==> src/rtl/crc_serial_engine.sv <==
// crc_serial_engine
//   Serial CRC generator/checker (EPC Gen2 CRC-16 by default, CRC-5 by parameter).
//   Accumulates one bit per qualified cycle, reports a residue match, then shifts a
//   snapshot of the (optionally complemented) CRC out MSB-first under a ready handshake.
//
// Ports
//   crcoutclk    in   clock, rising edge
//   reset        in   asynchronous, active-high reset
//   clear_i      in   synchronous re-initialise (wins over every other input)
//   bit_in_i     in   serial data bit
//   bit_valid_i  in   accumulate bit_in_i this cycle (ignored outside accumulation)
//   start_out_i  in   snapshot the CRC and begin readout
//   out_ready_i  in   consumer accepted the current bit_out_o
//   bit_out_o    out  current CRC output bit, MSB first
//   out_valid_o  out  bit_out_o is meaningful
//   crc_done_o   out  all WIDTH bits have been accepted
//   crc_ok_o     out  live register equals RESIDUE
//   crc_value_o  out  live CRC register
module crc_serial_engine #(
    parameter int unsigned WIDTH      = 16,
    parameter logic [31:0] POLY       = 32'h0000_1021,
    parameter logic [31:0] INIT       = 32'h0000_FFFF,
    parameter bit          INVERT_OUT = 1'b1,
    parameter logic [31:0] RESIDUE    = 32'h0000_1D0F
) (
    input  logic             crcoutclk,
    input  logic             reset,
    input  logic             clear_i,
    input  logic             bit_in_i,
    input  logic             bit_valid_i,
    input  logic             start_out_i,
    input  logic             out_ready_i,
    output logic             bit_out_o,
    output logic             out_valid_o,
    output logic             crc_done_o,
    output logic             crc_ok_o,
    output logic [WIDTH-1:0] crc_value_o
);

    localparam int unsigned CntW = $clog2(WIDTH);

    // Parameter bits above WIDTH-1 are dropped.
    localparam logic [WIDTH-1:0] PolyW    = POLY[WIDTH-1:0];
    localparam logic [WIDTH-1:0] InitW    = INIT[WIDTH-1:0];
    localparam logic [WIDTH-1:0] ResidueW = RESIDUE[WIDTH-1:0];
    localparam logic [CntW-1:0]  CntLast  = CntW'(WIDTH - 1);

    typedef enum logic [1:0] {
        StAccum = 2'd0,
        StShift = 2'd1,
        StDone  = 2'd2
    } state_e;

    state_e           state_q, state_d;
    logic [WIDTH-1:0] crc_q, crc_d;
    logic [WIDTH-1:0] snap_q, snap_d;
    logic [CntW-1:0]  cnt_q, cnt_d;

    logic [WIDTH-1:0] crc_acc;
    logic [WIDTH-1:0] snap_shifted;
    logic             fb;

    // Register value after this cycle's bit, used both for accumulation and for a
    // snapshot taken in the same cycle as the last data bit.
    always_comb begin
        fb      = 1'b0;
        crc_acc = crc_q;
        if (bit_valid_i) begin
            fb      = bit_in_i ^ crc_q[WIDTH-1];
            crc_acc = {crc_q[WIDTH-2:0], 1'b0} ^ (fb ? PolyW : '0);
        end
    end

    // Current readout bit sits at the MSB after shifting by the count.
    assign snap_shifted = snap_q << cnt_q;

    always_comb begin
        state_d     = state_q;
        crc_d       = crc_q;
        snap_d      = snap_q;
        cnt_d       = cnt_q;
        out_valid_o = 1'b0;
        crc_done_o  = 1'b0;
        bit_out_o   = 1'b0;

        case (state_q)
            StAccum: begin
                crc_d = crc_acc;
                if (start_out_i) begin
                    snap_d  = INVERT_OUT ? ~crc_acc : crc_acc;
                    cnt_d   = '0;
                    state_d = StShift;
                end
            end
            StShift: begin
                out_valid_o = 1'b1;
                bit_out_o   = snap_shifted[WIDTH-1];
                if (out_ready_i) begin
                    // Leave the count at its last value so it never wraps.
                    if (cnt_q == CntLast) begin
                        state_d = StDone;
                    end else begin
                        cnt_d = cnt_q + 1'b1;
                    end
                end
            end
            StDone: begin
                crc_done_o = 1'b1;
                bit_out_o  = snap_q[0];
            end
            default: begin
                state_d = StAccum;
            end
        endcase

        if (clear_i) begin
            state_d = StAccum;
            crc_d   = InitW;
            cnt_d   = '0;
        end
    end

    always_ff @(posedge crcoutclk or posedge reset) begin
        if (reset) begin
            state_q <= StAccum;
            crc_q   <= InitW;
            snap_q  <= '0;
            cnt_q   <= '0;
        end else begin
            state_q <= state_d;
            crc_q   <= crc_d;
            snap_q  <= snap_d;
            cnt_q   <= cnt_d;
        end
    end

    assign crc_value_o = crc_q;
    assign crc_ok_o    = (crc_q == ResidueW);

endmodule

==> config.mk <==
export PLATFORM = sky130hd
export DESIGN_NAME = crc_serial_engine
export DESIGN_NICKNAME = d
export VERILOG_FILES = /design/src/rtl/crc_serial_engine.sv
export SDC_FILE = /design/constraint.sdc
export NUM_CORES = 1
export LEC_CHECK = 0
export CAP_MARGIN = 25
export CELL_PAD_IN_SITES_DETAIL_PLACEMENT = 0
export CELL_PAD_IN_SITES_GLOBAL_PLACEMENT = 2
export CORE_UTILIZATION = 38
export CTS_CLUSTER_DIAMETER = 40
export DETAILED_ROUTE_END_ITERATION = 6
export PLACE_DENSITY_LB_ADDON = 0.25
export SETUP_SLACK_MARGIN = 0.15
export SYNTH_ARGS = -nofsm -noshare
export SYNTH_HDL_FRONTEND = slang
export SYNTH_SLANG_ARGS = --single-unit
==> constraint.sdc <==
create_clock -name crcoutclk -period 4.7 [get_ports crcoutclk]
set_input_delay 0.94 -clock crcoutclk [delete_from_list [all_inputs] [get_ports crcoutclk]]
set_output_delay 0.94 -clock crcoutclk [all_outputs]
set_load 0.01 [all_outputs]
Yosys cells after proc, flatten, opt, wreduce, memory -nomap -nowiden
Index checks and enable logic that the tools add are counted.
Widths: inputs -> output; s select.
{ "word_totals": {"inputBits": 7, "out_inout_bits": 20, "mem_bits_rw": 0, "mem_count": 0, "regBits": 38, "rom_bits": 0, "latchBits": 0, "wordCells": 41} }
{ "op_classes": {"shifts": 1, "magnitude_cmp": 0, "n_div": 0, "n_bitwise": 3, "eq_ne": 9, "n_reduce_logical": 6, "muxes": 17, "add_sub_neg": 1, "multipliers": 0} }
{ "ops": {"columns": ["cell", "n"], "rows": [
  ["$mux 16", 3],
  ["$eq 16x13->1 const B", 1],
  ["$mux 4", 4],
  ["$not 16->16", 1],
  ["$shl 16x4->16", 1],
  ["$xor 16x13->16", 1],
  ["$mux 13", 1],
  ["$ne 3x3->1 const B", 4],
  ["$mux 2", 4],
  ["$pmux 4 s2", 1],
  ["$reduce_and 4->1", 2],
  ["$pmux 2 s3", 1],
  ["$add 4x1->4 const B", 1],
  ["$eq 4x4->1 const B", 1],
  ["$reduce_bool 3->1", 1],
  ["$eq 2x1->1 const B", 1],
  ["$eq 2x2->1 const B", 1],
  ["$logic_not 2->1", 1],
  ["$mux 1", 2],
  ["$ne 2x2->1 const B", 1],
  ["$pmux 1 s2", 1],
  ["$reduce_and 2->1", 1],
  ["$reduce_bool 2->1", 1],
  ["$xor 1x1->1", 1]
]} }

Logic depth before layout (Yosys ltp)
Gate-level depths: netlist of run 1.
{ "depth": {"word_depth": 6, "ltp_mapped": 7, "mapped_depth_nobuf": 6} }

Least setup slack after synthesis of run 1
OpenSTA, ideal clock, no wires.
{ "synth_path": {"kind": "register -> output", "start": "register cnt_q[0]", "end": "output bit_out_o", "arrival_ns": 1.362, "required_ns": 3.760, "slack_ns": 2.398, "path_buffers": 1, "path_stages_with_launch": 6, "path_cell_list": "dfrtp_1 -> buf_6 -> mux4_2 -> or2b_1 -> nand3_1 -> nand3_1"} }
{ "synth_between": {"elab_chain_cells": 2} }
{ "synth_rtl": {"columns": ["element", "line_no", "text"], "rows": [
  ["from (decl)", "57", "logic [CntW-1:0] cnt_q, cnt_d;"],
  ["from (signal assigned)", "133", "cnt_q <= cnt_d;"],
  ["$shl 16x4->16", "75", "assign snap_shifted = snap_q << cnt_q;"],
  ["$pmux 1 s2", "86", "case (state_q)"],
  ["to (decl)", "33", "output logic bit_out_o,"]
]} }
Every way passes these cells.

Worst setup path in the final report of run 1
{ "layout_path": {"start": "register state_q[1]", "end": "output bit_out_o"} }
{ "layout_between": {"elab_chain_cells": 2, "elab_cells_between_ends": 3, "cone_classes": "2 x eq/ne; 1 x mux"} }
{ "layout_rtl": {"columns": ["element", "line_no", "text"], "rows": [
  ["from (decl)", "54", "state_e state_q, state_d;"],
  ["from (signal assigned)", "125", "state_q <= StAccum;"],
  ["from (signal assigned)", "130", "state_q <= state_d;"],
  ["$eq 2x2->1 / $eq 2x1->1 (equally long branches)", "86", null],
  ["$pmux 1 s2 *", "86", null]
]} }
Mark *: on every way between the ends. The rest lies on a longest branch, timed or not.

==> qor.csv, run 1 <==
metric,value,unit
worstMarginPinSlew,0.899,ns
ys_seq_elements,38,
clock.fmax,0.305,GHz
synth_edf_count,0,
synth_seq_area_share,0.462,
root_buffer,clkbuf_8,
rows,26,
nets,236,
clk_latency,0.29,ns
htreeDepth,2,
ys.flop_type,dfrtp_1,
dr.pass1.iters,4,
rsz0062_at_grt,false,
hold-worst-slack,0.482,ns
post-place-ws,1.73,ns
die-area,5830,um^2
postCtsSetupRepairBufs,0,
grt_usage,0.182,
cts_hold_buffers,0,
cpMostUsedCell,nand3_1,
place_hpwl,3310,um
via_per_inst,5.32,
slew_headroom,0.399,
vias,1570,
start_kind,flip-flop,
netlist_area,2100,um^2
grt_pass1_vias,1629,
io_pins,27,
crit_chain,"inv_1, ha_1, nand2_1, a211oi_1, nand3_1, nand3_1, clkdlybuf4s50_1",
final_cell_mix,"clkdlybuf4s50_1 (26), dfrtp_1 (22), nand2_1 (21), o21ai_0 (18)",
status,finished clean,
grt-ovfl-total,0,
drc_errors,0,
fin_cells,295,
post-route-period-util,0.698,
max-clock-path-buffers,2,
core,5200,um^2
setup_violations,0,
drtIter0Drc,45,
arrival,2.34,ns
dp.cells,287,
crit_path_max_fanout,11,
vdd_drop_max,0.294,mV
syn_nets,215,
numCtsBuffers,5,
drtAntennaViolNets,0,
dpl_cell_area,2390,um^2
hold_violations,0,
p_leak,0.997,nW
critPathRequiredTime,3.76,ns
crit_type,reg2out,
postLayoutCellArea,2470,um^2
critPathMaxStageDelay,0.54,ns
finClkSkew,0.00852,ns
initial_utilization,0.404,
synthToLayoutAreaGrowth,17.6,%
syn_avg_cell_area,10.4,um^2
cp-end-kind,output port,
finalSetupTns,0,ns
grt_pass1_wl,8360,um
clkTransAtPathRegs,0.08,ns
routedWlPerCell,16.5,um
cts_tree,yes,
min_path_type,reg2reg,
routed_wl,4870,um
die_x,76.4,um
async_reset_ff_frac,1.00,
p_total,1.34,mW
cts-resized-gates,0,
antenna_found_initial,0,
synth.distinct_cells,34,
final_common_cell,clkdlybuf4s50_1,
routabilityCongestion,0.845,
layout-drive-gt1-share,0.187,
grt_max_degree,39,
die_h,76.4,um
numPortBuffers,26,
period_needed,3.28,ns
power.density,541,nW/um^2
worst_path_max_delay_cell,clkdlybuf4s50_1,
slew_violations,0,
max_cap_viol_count,0,
cts.sinks,38,
utilization,0.475,
syn_inst,203,
finalWorstSetupSlack,1.42,ns
yosysWarnings,0,
antenna_cells,0,
## cell families after synthesis
family                   share of synthesized area
AO/OA/AOI/OAI                                0.151
multiplexers                                 0.125
AND/OR/NAND/NOR                              0.174
flip-flops                                   0.462
XOR/XNOR                                    0.0161
buffers and inverters                       0.0423
adder cells (fa/ha/maj)                     0.0298
## worst paths after layout
kind,startpoint,endpoint,slack [ns],cells after the start
hold reg to reg,snap_q[7],snap_q[7],0.48,2
setup reg to reg,state_q[1],cnt_q[2],2.50,5
setup / recovery,state_q[1],bit_out_o,1.42,7
max in group asynchronous,reset,crc_value_o[9],3.28,3
min in group asynchronous,reset,state_q[0],1.06,3
hold / removal,snap_q[7],snap_q[7],0.48,2
## flip-flops by register name, indices dropped and copies added, names as in the netlist
signal       flops
crc_value_o     16
snap_q          16
cnt_q            4
state_q          2
## cell usage after synthesis (all sizes together) (2+ instances only)
master / instances / area, um^2
inv: 4 / 15.0
a31oi: 3 / 18.8
nand2: 21 / 78.8
nand4b: 2 / 17.5
mux2i: 6 / 60.1
mux4: 2 / 45.0
a21oi: 5 / 25.0
nor2: 14 / 52.6
dfstp: 16 / 420
nor4: 2 / 12.5
nand3: 11 / 60.1
dfrtp: 22 / 551
buf: 5 / 40.0
mux2: 14 / 158
xor2: 2 / 17.5
a211o: 16 / 140
o21ai: 18 / 90.1
clkbuf: 9 / 33.8
a211oi: 2 / 15.0
ha: 5 / 62.6
and2b: 2 / 15.0
and3: 13 / 81.3
## area by class of cell
cell class	instances	area, um^2
flip-flops and latches	38	971
well taps	70	87.6
multi-input cells	147	1040
clock buffers	8	80.1
inverters	4	15.0
repair buffers	28	275
fillers	518	2730
## power breakdown
part           internal (mW)  switching (mW)
registers              0.469           0.120
clock network          0.105           0.113
logic                  0.270           0.259
## per-layer routing
metal  wire [um]  share of wire  vias up  GRT usage
li1            -              -      774          -
met1        2320           0.48      769      0.232
met2        2340           0.48       23      0.309
met3         150          0.031        4     0.0383
met4          57          0.012        0     0.0577
met5           0              0        -          0
## critical path: cells and delay by family (launching register included)
family,cells,cell delay (ns)
AO/OA/AOI/OAI,1,0.23
adder cells (fa/ha/maj),1,0.45
buffers and inverters,2,0.65
flip-flops,1,0.40
AND/OR/NAND/NOR,3,0.33
Power figures use the tool's default switching activity.
==> run 2, diff against run 1 <==
--- a/config.mk
+++ b/config.mk
@@ -8,7 +8,7 @@
 export CAP_MARGIN = 25
 export CELL_PAD_IN_SITES_DETAIL_PLACEMENT = 0
 export CELL_PAD_IN_SITES_GLOBAL_PLACEMENT = 2
-export CORE_UTILIZATION = 38
+export CORE_UTILIZATION = 35
 export CTS_CLUSTER_DIAMETER = 40
 export DETAILED_ROUTE_END_ITERATION = 6
 export PLACE_DENSITY_LB_ADDON = 0.25
==> constraint.sdc (replaced) <==
create_clock -name crcoutclk -period 3.3 [get_ports crcoutclk]
set_input_delay 0.66 -clock crcoutclk [delete_from_list [all_inputs] [get_ports crcoutclk]]
set_output_delay 0.66 -clock crcoutclk [all_outputs]
set_load 0.01 [all_outputs]
==> run 2 against run 1 <==
  * First-iteration DRC count increased by 58%
  * Sequential power up 43%
  * Clock skew is 0.0021 ns lower
  * Worst hold slack improved by 0.0027 ns
  * Via count is 2.0% higher
  * Non-clock buffer count rose by 1
  * Final cell count grew 1.0%
  * Final area increased by 0.86%
  * Die area up 8.3%
  * Combinational power rose by 43%
  * Critical path type unchanged
==> qor.csv, run 2 (synthesized netlist as in run 1, its figures left out) <==
metric,value,unit,change
hold_violations,0,,unchanged
cp-end-kind,output port,,
reg2regPathDepth,5,,unchanged
max-clock-path-buffers,2,,unchanged
p_total,1.92,mW,+44%
antenna_found_initial,0,,unchanged
period_needed,2.96,ns,
slew_violations,0,,unchanged
crit_chain,"mux4_2, or2b_1, nand3_1, nand3_1, clkdlybuf4s50_1",,
worstMarginPinSlew,0.915,ns,+0.0165 ns
grt_pass1_wl,8270,um,-0.98%
root_buffer,clkbuf_8,,
numCtsBuffers,5,,unchanged
grt_max_degree,34,,-13%
critPathMaxStageDelay,0.60,ns,+0.06 ns
cts.sinks,38,,unchanged
die_x,79.5,um,+4.1%
crit_type,reg2out,,
slew_headroom,0.388,,-0.0111
clkTransAtPathRegs,0.07,ns,about the same
post-route-period-util,0.896,,
worst_path_max_delay_cell,dfrtp_1,,
final_common_cell,clkdlybuf4s50_1,,
p_leak,1.01,nW,+1.4%
finalSetupTns,0,ns,unchanged
cts_hold_buffers,0,,unchanged
rsz0062_at_grt,false,,
setup_violations,0,,unchanged
min_path_type,reg2reg,,
max_cap_viol_count,0,,unchanged
dr.pass1.iters,5,,+1
grt-ovfl-total,0,,unchanged
status,finished clean,,
postLayoutCellArea,2490,um^2,+0.86%
clock.fmax,0.338,GHz,
power.density,771,nW/um^2,+43%
drc_errors,0,,unchanged
grt_pass1_vias,1585,,-2.7%
vias,1602,,+2.0%
n_fill_cell,526,,+1.5%
synthToLayoutAreaGrowth,18.6,%,
critPathRequiredTime,2.64,ns,-1.12 ns
holdPathStages,2,,unchanged
critPathTopFamily,flip-flops,,
routed_wl,4870,um,-0.16%
initial_utilization,0.373,,-0.0313
start_kind,flip-flop,,
drtIter0Drc,71,,+58%
io_pins,27,,unchanged
clk_latency,0.28,ns,about the same
htreeDepth,2,,unchanged
die_h,79.5,um,+4.1%
numPortBuffers,26,,unchanged
grt_usage,0.173,,-0.00931
post-place-ws,0.652,ns,-1.07 ns
utilization,0.442,,-0.0330
drtAntennaViolNets,0,,unchanged
cts-resized-gates,0,,unchanged
die-area,6320,um^2,+8.3%
nets,237,,+0.42%
rows,27,,+3.8%
crit_cells,5,,-2
postCtsSetupRepairBufs,0,,unchanged
routabilityCongestion,0.735,,-13%
cpMostUsedCell,nand3_1,,
cts_tree,yes,,
dpl_cell_area,2400,um^2,+0.42%
place_hpwl,3450,um,+4.4%
vdd_drop_max,0.327,mV,+11%
final_cell_mix,"clkdlybuf4s50_1 (26), dfrtp_1 (22), nand2_1 (21), o21ai_0 (18)",,
antenna_cells,0,,unchanged
arrival,2.30,ns,-0.04 ns
via_per_inst,5.38,,+1.0%
layout-drive-gt1-share,0.199,,+0.0124
crit_path_max_fanout,10,,-1
routedWlPerCell,16.3,um,-1.2%
finalWorstSetupSlack,0.344,ns,-1.08 ns
finClkSkew,0.00646,ns,-0.00206 ns
cp_num_buf_inv,1,,-1
core,5640,um^2,+8.4%
-- run 2: through the flow --
stage | hold WS, ns | cells
final | 0.485 | 298
after global routing | 0.520 | 298
after floorplan | 0.444 | 203
after global placement | 0.477 | 290
after detailed placement | 0.475 | 290
after CTS | 0.490 | 298
-- run 2: area by class of cell --
| class | instances | area (um^2) | share of cell area |
|---|---|---|---|
| tap | 72 | 90.1 | 0.0361 |
| clock buffer | 7 | 86.3 | 0.0346 |
| sequential | 38 | 971 | 0.390 |
| inverter | 4 | 15.0 | 0.00602 |
| multi-input combinational | 147 | 1040 | 0.418 |
| clock inverter | 1 | 5.00 | 0.00201 |
| timing repair buffer | 29 | 283 | 0.113 |
-- run 2: worst reg2reg max path, delay by kind of cell (launching register included) --
family	cells	cell delay [ns]
AOI/OAI and AO/OA	1	0.11
and+or+nand+nor	2	0.89
adders and majority gates	1	0.53
DFF	1	0.40
buffers and inverters	1	0.11
-- run 2: routing by layer --
| layer | vias up | global-route usage | part of all wire |
|---|---|---|---|
| met2 | 49 | 0.266 | 0.48 |
| met1 | 777 | 0.247 | 0.48 |
| met4 | 0 | 0.0382 | 0.0027 |
| met3 | 2 | 0.0389 | 0.043 |
| met5 | - | 0 | 0 |
| li1 | 774 | - | - |
-- run 2: worst paths after layout --
check / startpoint / end / slack [ns]
max in group asynchronous: reset / crc_value_o[11] / 2.03
max: cnt_q[0] / bit_out_o / 0.34
max reg2reg: state_q[1] / snap_q[4] / 1.09
min in group asynchronous: reset / state_q[0] / 0.65
min reg2reg: snap_q[7] / snap_q[7] / 0.48
min: snap_q[7] / snap_q[7] / 0.48
-- run 2: power by group --
group	total [mW]	switching [mW]	internal, mW
clock	0.322	0.154	0.168
combinational	0.757	0.372	0.385
sequential	0.843	0.175	0.668
total	1.92	0.701	1.22
